`config.mk`:
```
export PLATFORM = sky130hd
export DESIGN_NAME = spi_ebr_bridge_flat
export DESIGN_NICKNAME = d
export VERILOG_FILES = /design/src/rtl/spi_ebr_bridge_if.sv /design/src/rtl/spi_ebr_bridge.sv /design/src/flat_wrapper.sv
export SDC_FILE = /design/constraint.sdc
export NUM_CORES = 1
export LEC_CHECK = 0
export ABC_AREA = 1
export BUFFER_PORTS_ARGS = -buffer_cell sky130_fd_sc_hd__buf_2
export CAP_MARGIN = 20
export CELL_PAD_IN_SITES_DETAIL_PLACEMENT = 0
export CELL_PAD_IN_SITES_GLOBAL_PLACEMENT = 1
export CORE_MARGIN = 4
export CORE_UTILIZATION = 30
export CTS_CLUSTER_DIAMETER = 100
export DETAILED_ROUTE_END_ITERATION = 8
export HOLD_SLACK_MARGIN = 0.05
export PLACE_DENSITY = 0.55
export RECOVER_POWER = 100
export SLEW_MARGIN = 10
export SYNTH_ARGS = -nofsm -noshare
export SYNTH_HDL_FRONTEND = slang
export SYNTH_SLANG_ARGS = --single-unit
```
`constraint.sdc`:
```
create_clock -name clk_i -period 3.95 [get_ports clk_i]
set_clock_uncertainty 0.1 [all_clocks]
set_input_delay 1.185 -clock clk_i [delete_from_list [all_inputs] [get_ports clk_i]]
set_output_delay 1.185 -clock clk_i [all_outputs]
set_load 0.01 [all_outputs]
```
`src/rtl/spi_ebr_bridge_if.sv`:
```
// SPI pins plus the EBR single-port pins around spi_ebr_bridge.
// The bridge uses the slave modport; the MCU/RAM side uses master.
interface spi_ebr_bridge_if #(
    parameter int unsigned ADDR_W = 8,
    parameter int unsigned DATA_W = 16
);
    logic              spi_sclk_i;
    logic              spi_cs_n_i;
    logic              spi_mosi_i;
    logic              spi_miso_o;
    logic              spi_miso_oe_o;
    logic              ram_clk_en_o;
    logic              ram_wr_en_o;
    logic [ADDR_W-1:0] ram_addr_o;
    logic [DATA_W-1:0] ram_wr_data_o;
    logic [DATA_W-1:0] ram_rd_data_i;
    logic              busy_o;
    logic              frame_err_o;

    modport slave (
        input  spi_sclk_i, spi_cs_n_i, spi_mosi_i, ram_rd_data_i,
        output spi_miso_o, spi_miso_oe_o, ram_clk_en_o, ram_wr_en_o,
               ram_addr_o, ram_wr_data_o, busy_o, frame_err_o
    );

    modport master (
        output spi_sclk_i, spi_cs_n_i, spi_mosi_i, ram_rd_data_i,
        input  spi_miso_o, spi_miso_oe_o, ram_clk_en_o, ram_wr_en_o,
               ram_addr_o, ram_wr_data_o, busy_o, frame_err_o
    );
endinterface

```
`src/rtl/spi_ebr_bridge.sv`:
```
// SPI mode-0 slave (MSB first) giving an MCU read/write access to a 256x16 EBR.
// Define SPI_EBR_BRIDGE_STATUS_EN to add the CMD 0x3C status read and write counter.
module spi_ebr_bridge #(
    parameter int unsigned ADDR_W      = 8,
    parameter int unsigned DATA_W      = 16,
    parameter int unsigned SYNC_STAGES = 2
) (
    input  logic            clk_i,
    input  logic            rst_i,
    spi_ebr_bridge_if.slave bus
);
    localparam int unsigned CNT_W  = $clog2(DATA_W);
    localparam int unsigned BYTE_W = 8;
    localparam logic [CNT_W-1:0] BYTE_LAST = CNT_W'(BYTE_W - 1);
    localparam logic [CNT_W-1:0] WORD_LAST = CNT_W'(DATA_W - 1);
`ifdef SPI_EBR_BRIDGE_STATUS_EN
    localparam logic [BYTE_W-1:0] STAT_CMD = 8'h3C;
    localparam logic [BYTE_W-1:0] STAT_TAG = 8'hA5;
`endif

    typedef enum logic [2:0] {
        S_IDLE,
        S_CMD,
        S_ADDR,
        S_WDATA,
        S_RDATA,
        S_STAT
    } state_t;

    logic [SYNC_STAGES-1:0] r_sclk_sync;
    logic [SYNC_STAGES-1:0] r_cs_sync;
    logic [SYNC_STAGES-1:0] r_mosi_sync;
    logic                   r_sclk_d;

    logic w_sclk;
    logic w_cs_n;
    logic w_mosi;
    logic w_rise;
    logic w_fall;

    state_t            r_state;
    logic [CNT_W-1:0]  r_cnt;
    logic [DATA_W-1:0] r_rx_sh;
    logic [DATA_W-1:0] r_tx_sh;
    logic [ADDR_W-1:0] r_addr;
    logic              r_cmd_wr;
    logic              r_cap;

    logic              r_miso;
    logic              r_miso_oe;
    logic              r_ram_clk_en;
    logic              r_ram_wr_en;
    logic [ADDR_W-1:0] r_ram_addr;
    logic [DATA_W-1:0] r_ram_wr_data;
    logic              r_busy;
    logic              r_frame_err;

`ifdef SPI_EBR_BRIDGE_STATUS_EN
    logic [BYTE_W-1:0] r_wr_cnt;
`endif

    logic [BYTE_W-1:0] w_rx_byte;
    logic [DATA_W-1:0] w_rx_word;

    assign w_sclk    = r_sclk_sync[SYNC_STAGES-1];
    assign w_cs_n    = r_cs_sync[SYNC_STAGES-1];
    assign w_mosi    = r_mosi_sync[SYNC_STAGES-1];
    assign w_rise    = w_sclk & ~r_sclk_d;
    assign w_fall    = ~w_sclk & r_sclk_d;
    assign w_rx_byte = {r_rx_sh[BYTE_W-2:0], w_mosi};
    assign w_rx_word = {r_rx_sh[DATA_W-2:0], w_mosi};

    // Pin synchronizers; CS idles deasserted so reset it high.
    always_ff @(posedge clk_i or negedge rst_i) begin
        if (!rst_i) begin
            r_sclk_sync <= '0;
            r_cs_sync   <= '1;
            r_mosi_sync <= '0;
            r_sclk_d    <= 1'b0;
        end else begin
            r_sclk_sync <= {r_sclk_sync[SYNC_STAGES-2:0], bus.spi_sclk_i};
            r_cs_sync   <= {r_cs_sync[SYNC_STAGES-2:0], bus.spi_cs_n_i};
            r_mosi_sync <= {r_mosi_sync[SYNC_STAGES-2:0], bus.spi_mosi_i};
            r_sclk_d    <= w_sclk;
        end
    end

    // Frame FSM with registered RAM strobes and MISO.
    always_ff @(posedge clk_i or negedge rst_i) begin
        if (!rst_i) begin
            r_state       <= S_IDLE;
            r_cnt         <= '0;
            r_rx_sh       <= '0;
            r_tx_sh       <= '0;
            r_addr        <= '0;
            r_cmd_wr      <= 1'b0;
            r_cap         <= 1'b0;
            r_miso        <= 1'b0;
            r_miso_oe     <= 1'b0;
            r_ram_clk_en  <= 1'b0;
            r_ram_wr_en   <= 1'b0;
            r_ram_addr    <= '0;
            r_ram_wr_data <= '0;
            r_busy        <= 1'b0;
            r_frame_err   <= 1'b0;
`ifdef SPI_EBR_BRIDGE_STATUS_EN
            r_wr_cnt      <= '0;
`endif
        end else begin
            r_ram_clk_en <= 1'b0;
            r_ram_wr_en  <= 1'b0;
            r_frame_err  <= 1'b0;
            r_cap        <= r_ram_clk_en & ~r_ram_wr_en;
            r_busy       <= ~w_cs_n;
            r_miso_oe    <= ~w_cs_n;

            if (w_cs_n) begin
                // A non-zero bit count means the frame ended inside a byte or word.
                if ((r_state != S_IDLE) && (r_cnt != '0)) begin
                    r_frame_err <= 1'b1;
                end
                r_state <= S_IDLE;
                r_cnt   <= '0;
                r_rx_sh <= '0;
                r_tx_sh <= '0;
                r_miso  <= 1'b0;
                r_cap   <= 1'b0;
            end else begin
                if (w_rise && (r_state != S_IDLE)) begin
                    r_rx_sh <= w_rx_word;
                    r_cnt   <= r_cnt + CNT_W'(1);
                end

                case (r_state)
                    S_IDLE: begin
                        r_state <= S_CMD;
                        r_cnt   <= '0;
                        r_miso  <= 1'b0;
                    end

                    S_CMD: begin
                        if (w_rise && (r_cnt == BYTE_LAST)) begin
                            r_cnt    <= '0;
                            r_cmd_wr <= w_rx_byte[BYTE_W-1];
                            r_state  <= S_ADDR;
`ifdef SPI_EBR_BRIDGE_STATUS_EN
                            if (w_rx_byte == STAT_CMD) begin
                                r_state <= S_STAT;
                                r_tx_sh <= DATA_W'({STAT_TAG, r_wr_cnt});
                                r_miso  <= STAT_TAG[BYTE_W-1];
                            end
`endif
                        end
                    end

                    S_ADDR: begin
                        if (w_rise && (r_cnt == BYTE_LAST)) begin
                            r_cnt  <= '0;
                            r_addr <= ADDR_W'(w_rx_byte);
                            if (r_cmd_wr) begin
                                r_state <= S_WDATA;
                            end else begin
                                r_state      <= S_RDATA;
                                r_ram_clk_en <= 1'b1;
                                r_ram_addr   <= ADDR_W'(w_rx_byte);
                            end
                        end
                    end

                    S_WDATA: begin
                        if (w_rise && (r_cnt == WORD_LAST)) begin
                            r_cnt         <= '0;
                            r_ram_clk_en  <= 1'b1;
                            r_ram_wr_en   <= 1'b1;
                            r_ram_addr    <= r_addr;
                            r_ram_wr_data <= w_rx_word;
                            r_addr        <= r_addr + ADDR_W'(1);
`ifdef SPI_EBR_BRIDGE_STATUS_EN
                            r_wr_cnt      <= r_wr_cnt + BYTE_W'(1);
`endif
                        end
                    end

                    S_RDATA: begin
                        // Prefetch the next word as soon as the current one is fully clocked.
                        if (w_rise && (r_cnt == WORD_LAST)) begin
                            r_cnt        <= '0;
                            r_ram_clk_en <= 1'b1;
                            r_ram_addr   <= r_addr;
                        end
                        if (w_fall && (r_cnt != '0)) begin
                            r_tx_sh <= {r_tx_sh[DATA_W-2:0], 1'b0};
                            r_miso  <= r_tx_sh[DATA_W-2];
                        end
                        if (r_cap) begin
                            r_tx_sh <= bus.ram_rd_data_i;
                            r_miso  <= bus.ram_rd_data_i[DATA_W-1];
                            r_addr  <= r_addr + ADDR_W'(1);
                        end
                    end

`ifdef SPI_EBR_BRIDGE_STATUS_EN
                    S_STAT: begin
                        if (w_rise && (r_cnt == WORD_LAST)) begin
                            r_cnt   <= '0;
                            r_tx_sh <= '0;
                            r_miso  <= 1'b0;
                        end else if (w_fall && (r_cnt != '0)) begin
                            r_tx_sh <= {r_tx_sh[DATA_W-2:0], 1'b0};
                            r_miso  <= r_tx_sh[DATA_W-2];
                        end
                    end
`endif

                    default: begin
                        r_state <= S_IDLE;
                    end
                endcase
            end
        end
    end

    assign bus.spi_miso_o    = r_miso;
    assign bus.spi_miso_oe_o = r_miso_oe;
    assign bus.ram_clk_en_o  = r_ram_clk_en;
    assign bus.ram_wr_en_o   = r_ram_wr_en;
    assign bus.ram_addr_o    = r_ram_addr;
    assign bus.ram_wr_data_o = r_ram_wr_data;
    assign bus.busy_o        = r_busy;
    assign bus.frame_err_o   = r_frame_err;

endmodule

```
`src/flat_wrapper.sv`:
```
// flat-port wrapper written by rule: the top's interface ports become plain ports
module spi_ebr_bridge_flat 
#(
    parameter int unsigned ADDR_W      = 8,
    parameter int unsigned DATA_W      = 16,
    parameter int unsigned SYNC_STAGES = 2
)
  (clk_i, rst_i, bus_spi_sclk_i, bus_spi_cs_n_i, bus_spi_mosi_i, bus_ram_rd_data_i, bus_spi_miso_o, bus_spi_miso_oe_o, bus_ram_clk_en_o, bus_ram_wr_en_o, bus_ram_addr_o, bus_ram_wr_data_o, bus_busy_o, bus_frame_err_o);
  spi_ebr_bridge_if #(.ADDR_W(ADDR_W), .DATA_W(DATA_W)) bus_i ();
  input  logic clk_i;
  input  logic rst_i;
  input wire logic [$bits(bus_i.spi_sclk_i)-1:0] bus_spi_sclk_i;
  input wire logic [$bits(bus_i.spi_cs_n_i)-1:0] bus_spi_cs_n_i;
  input wire logic [$bits(bus_i.spi_mosi_i)-1:0] bus_spi_mosi_i;
  input wire logic [$bits(bus_i.ram_rd_data_i)-1:0] bus_ram_rd_data_i;
  output wire logic [$bits(bus_i.spi_miso_o)-1:0] bus_spi_miso_o;
  output wire logic [$bits(bus_i.spi_miso_oe_o)-1:0] bus_spi_miso_oe_o;
  output wire logic [$bits(bus_i.ram_clk_en_o)-1:0] bus_ram_clk_en_o;
  output wire logic [$bits(bus_i.ram_wr_en_o)-1:0] bus_ram_wr_en_o;
  output wire logic [$bits(bus_i.ram_addr_o)-1:0] bus_ram_addr_o;
  output wire logic [$bits(bus_i.ram_wr_data_o)-1:0] bus_ram_wr_data_o;
  output wire logic [$bits(bus_i.busy_o)-1:0] bus_busy_o;
  output wire logic [$bits(bus_i.frame_err_o)-1:0] bus_frame_err_o;
  assign bus_i.spi_sclk_i = bus_spi_sclk_i;
  assign bus_i.spi_cs_n_i = bus_spi_cs_n_i;
  assign bus_i.spi_mosi_i = bus_spi_mosi_i;
  assign bus_i.ram_rd_data_i = bus_ram_rd_data_i;
  assign bus_spi_miso_o = bus_i.spi_miso_o;
  assign bus_spi_miso_oe_o = bus_i.spi_miso_oe_o;
  assign bus_ram_clk_en_o = bus_i.ram_clk_en_o;
  assign bus_ram_wr_en_o = bus_i.ram_wr_en_o;
  assign bus_ram_addr_o = bus_i.ram_addr_o;
  assign bus_ram_wr_data_o = bus_i.ram_wr_data_o;
  assign bus_busy_o = bus_i.busy_o;
  assign bus_frame_err_o = bus_i.frame_err_o;
  spi_ebr_bridge #(.ADDR_W(ADDR_W), .DATA_W(DATA_W), .SYNC_STAGES(SYNC_STAGES)) u_core (.clk_i(clk_i), .rst_i(rst_i), .bus(bus_i));
endmodule
```
==> flow_metrics.tcl <==
set metrics [dict create \
    status "finished, final reports clean" \
    cts_tree "built" \
    drive_gt1_share_pct 11.59 \
    cp_num_buf_inv 1 \
    min_path_type "register to register" \
    gp_congestion 0.7300 \
    fin_crit_ns 2.551 \
    yosysWarnings 0 \
    hold_buffers 0 \
    area_delta_synth_final_pct 13.75 \
    htreeDepth 3 \
    r2r-start "u_core.r_cs_sync[1]" \
    die_area_um2 14970 \
    ioPinCount 51 \
    clockBufferDepth 2 \
    final.setup.tns_ns 0 \
    path_class "register to register" \
    dp_hpwl_um 6137 \
    grt_setup_unrepaired "no" \
    final_cell_area_um2 4462 \
    grt_pass1_vias 2975 \
    antenna_found_initial 0 \
    start_util_pct 30.83 \
    synth_seq_area_share_pct 53.01 \
    holdWs_ns 0.2439 \
    syn_nets 465 \
    clkTransAtPathRegs_ns 0.06 \
    final_hold_viol_count 0 \
    worst_pin_slew_ns 1.261 \
    core_area_um2 12720 \
    num_vias 2984 \
    post_cts.repair.setup_buffers 0 \
    cts_root_buf "clkbuf_16" \
    numClockSinks 83 \
    fillerInstances 1409 \
    syn-mean-instance-area_um2 8.895 \
    syn_area_um2 3923 \
    drv_slew 0 \
    arrival_ns 2.68 \
    layout_common_cells "nand2_1 (132), dfrtp_1 (81), o21ai_0 (64)" \
    instances_no_fill 664 \
    fin_crit_sh_pct 64.58 \
    power_density_nw_per_um2 469.5 \
    synthCells 441 \
    path_max_fanout 33 \
    grt_util_all_layers_pct 13.27 \
    crit_required_ns 4.08 \
    ys_ff_latch 83 \
    relSlewSlack_pct 15.96 \
    clk_latency_ns 0.34 \
    wl_per_cell_um 13.44 \
    end_kind "register" \
    max_freq_ghz 0.3920 \
    drtIter0Drc 137 \
    max_cap_violations 0 \
    setup_viol_count_final 0 \
    via_per_inst 4.494 \
    cp-start-kind "register" \
    p_leak_nw 2.088 \
    fin_nets 511 \
    layout_commonest_cell "nand2_1" \
    post-place-cells 648 \
    fp.dieW_um 122.3 \
    slowest_stage "dfstp_1" \
    grt_first_pass_wirelength_um 15360 \
    io_buffers 50 \
    place_area_um2 4269 \
    hold_start "u_core.r_mosi_sync[0]" \
    die_h_um 122.3 \
    routed_wl_um 8924 \
    cp_cell_sequence "inv_1, nand3_1, nand2_1, nand2_1, nor2_8, nand2_1, nand2_1" \
    r2r-end "u_core.r_addr[3]" \
    grt_max_degree 41 \
    cts_buffers 9 \
    peakVddDrop_v 0.0002425 \
    postCtsResizedCells 0 \
    ant_nets 0 \
    whs_endpoint "u_core.r_mosi_sync[1]" \
    yosysUniqueCellTypes 32 \
    rows 41 \
    drc 0 \
    crit_family "simple AND/OR/NAND/NOR gates" \
    reg2reg_depth 7 \
    diodes 0 \
    crit_top_cell "nand2_1" \
    drt_first_pass_iters 4 \
    overflow 0 \
    cp_slowest_stage_delay_ns 0.77 \
    hold_depth 0 \
    reg2reg_slack_ns 1.40 \
]
[report_power, final]
| group | leakage, nW | switching [W] | total, W | internal [W] |
|---|---|---|---|---|
| clock | 0.145 | 0.000340 | 0.000844 | 0.000504 |
| sequential | 1.13 | 0.0000408 | 0.000919 | 0.000878 |
| combinational | 0.808 | 0.000239 | 0.000332 | 0.0000927 |
| total | 2.09 | 0.000620 | 0.00209 | 0.00147 |
[state kept, by name, summed over array words and instances (netlist names)]
signal	count
u_core.bus.ram_wr_data_o	16
u_core.r_rx_sh	15
u_core.r_tx_sh	15
u_core.bus.ram_addr_o	8
u_core.r_addr	8
u_core.r_cnt	4
u_core.r_state	3
u_core.r_cs_sync	2
u_core.r_mosi_sync	2
u_core.r_sclk_sync	2
u_core.bus.frame_err_o	1
u_core.bus.ram_clk_en_o	1
u_core.bus.ram_wr_en_o	1
u_core.bus.spi_miso_o	1
u_core.bus.spi_miso_oe_o	1
u_core.r_cap	1
u_core.r_cmd_wr	1
u_core.r_sclk_d	1
[Yosys cell counts]
cell	n	area, um2
nand2_1	127	476.7
nor2_8	1	20.02
nand3_2	2	20.02
nand2_4	8	90.09
nor2_2	4	25.02
dfstp_2	2	52.55
inv_1	35	131.4
buf_6	7	78.83
nand3_1	39	195.2
xor2_1	3	26.28
inv_2	4	15.01
o21bai_1	2	15.01
a21oi_1	3	15.01
buf_4	4	30.03
ha_1	3	37.54
dfrtp_1	81	2027
clkbuf_1	1	3.750
nor2_1	15	56.30
buf_1	1	3.750
o21ai_2	4	35.03
o21ai_1	21	105.1
inv_4	1	6.260
o21ai_4	2	32.53
a22oi_1	14	105.1
nand2_2	4	25.02
nor2_4	2	22.52
clkbuf_2	1	5.000
o21ai_0	44	220.2
or2_2	1	6.260
buf_2	3	15.01
nor3b_1	1	7.510
nand3_4	1	17.52
[worst max path at each step]
| stage | start | end | slack, ns | depth (start not counted) |
|---|---|---|---|---|
| final | u_core.r_cs_sync[1] | u_core.r_addr[3] | 1.40 | 7 |
| after global routing | u_core.r_cs_sync[1] | u_core.r_addr[5] | 1.06 | 6 |
| after CTS | u_core.bus.ram_wr_en_o | bus_ram_wr_en_o | 1.76 | 1 |
| after detailed placement | rst_i | u_core.r_cs_sync[0] | 1.81 | 2 |
| after global placement | rst_i | u_core.r_cs_sync[1] | 1.82 | 2 |
| after floorplan | u_core.bus.spi_miso_oe_o | bus_spi_miso_oe_o | 2.13 | 1 |
[kinds of logic after synthesis]
kind of cell,after synthesis,synth area share [%]
adder cells (fa/ha/maj),3,0.9570
flip-flops,83,53.01
AO/OA/AOI/OAI,90,13.46
AND/OR/NAND/NOR,205,24.53
buffers and inverters,57,7.368
XOR/XNOR,3,0.6700
[routing by layer]
metal,track usage [%],wire [um]
met3,4.562,510
met4,4.339,114
met5,0,0
met1,18.78,4487
met2,18.96,3811
[area by class of cell]
class                   count  area (um2)  area share, %
inverters                  40       152.6          3.421
clock buffers              11       242.7          5.440
well taps                 172       215.2          4.823
clock inverters             5       52.55          1.178
multi-input cells         301        1496          33.54
repair buffers             52       222.7          4.992
flip-flops and latches     83        2079          46.61
[per-stage QoR]
step | util, % | total power, W | setup WS, ns
6_report | 35.07 | 0.002095 | 1.399
5_1_grt | 35.07 | 0.002227 | 1.058
4_1_cts | 35.88 | 0.002159 | 1.763
3_5_place_dp | 33.56 | 0.001291 | 1.813
3_3_place_gp | 33.56 | 0.001290 | 1.821
2_1_floorplan | - | 0.001213 | 2.126
(Power assumes the default switching activity.)
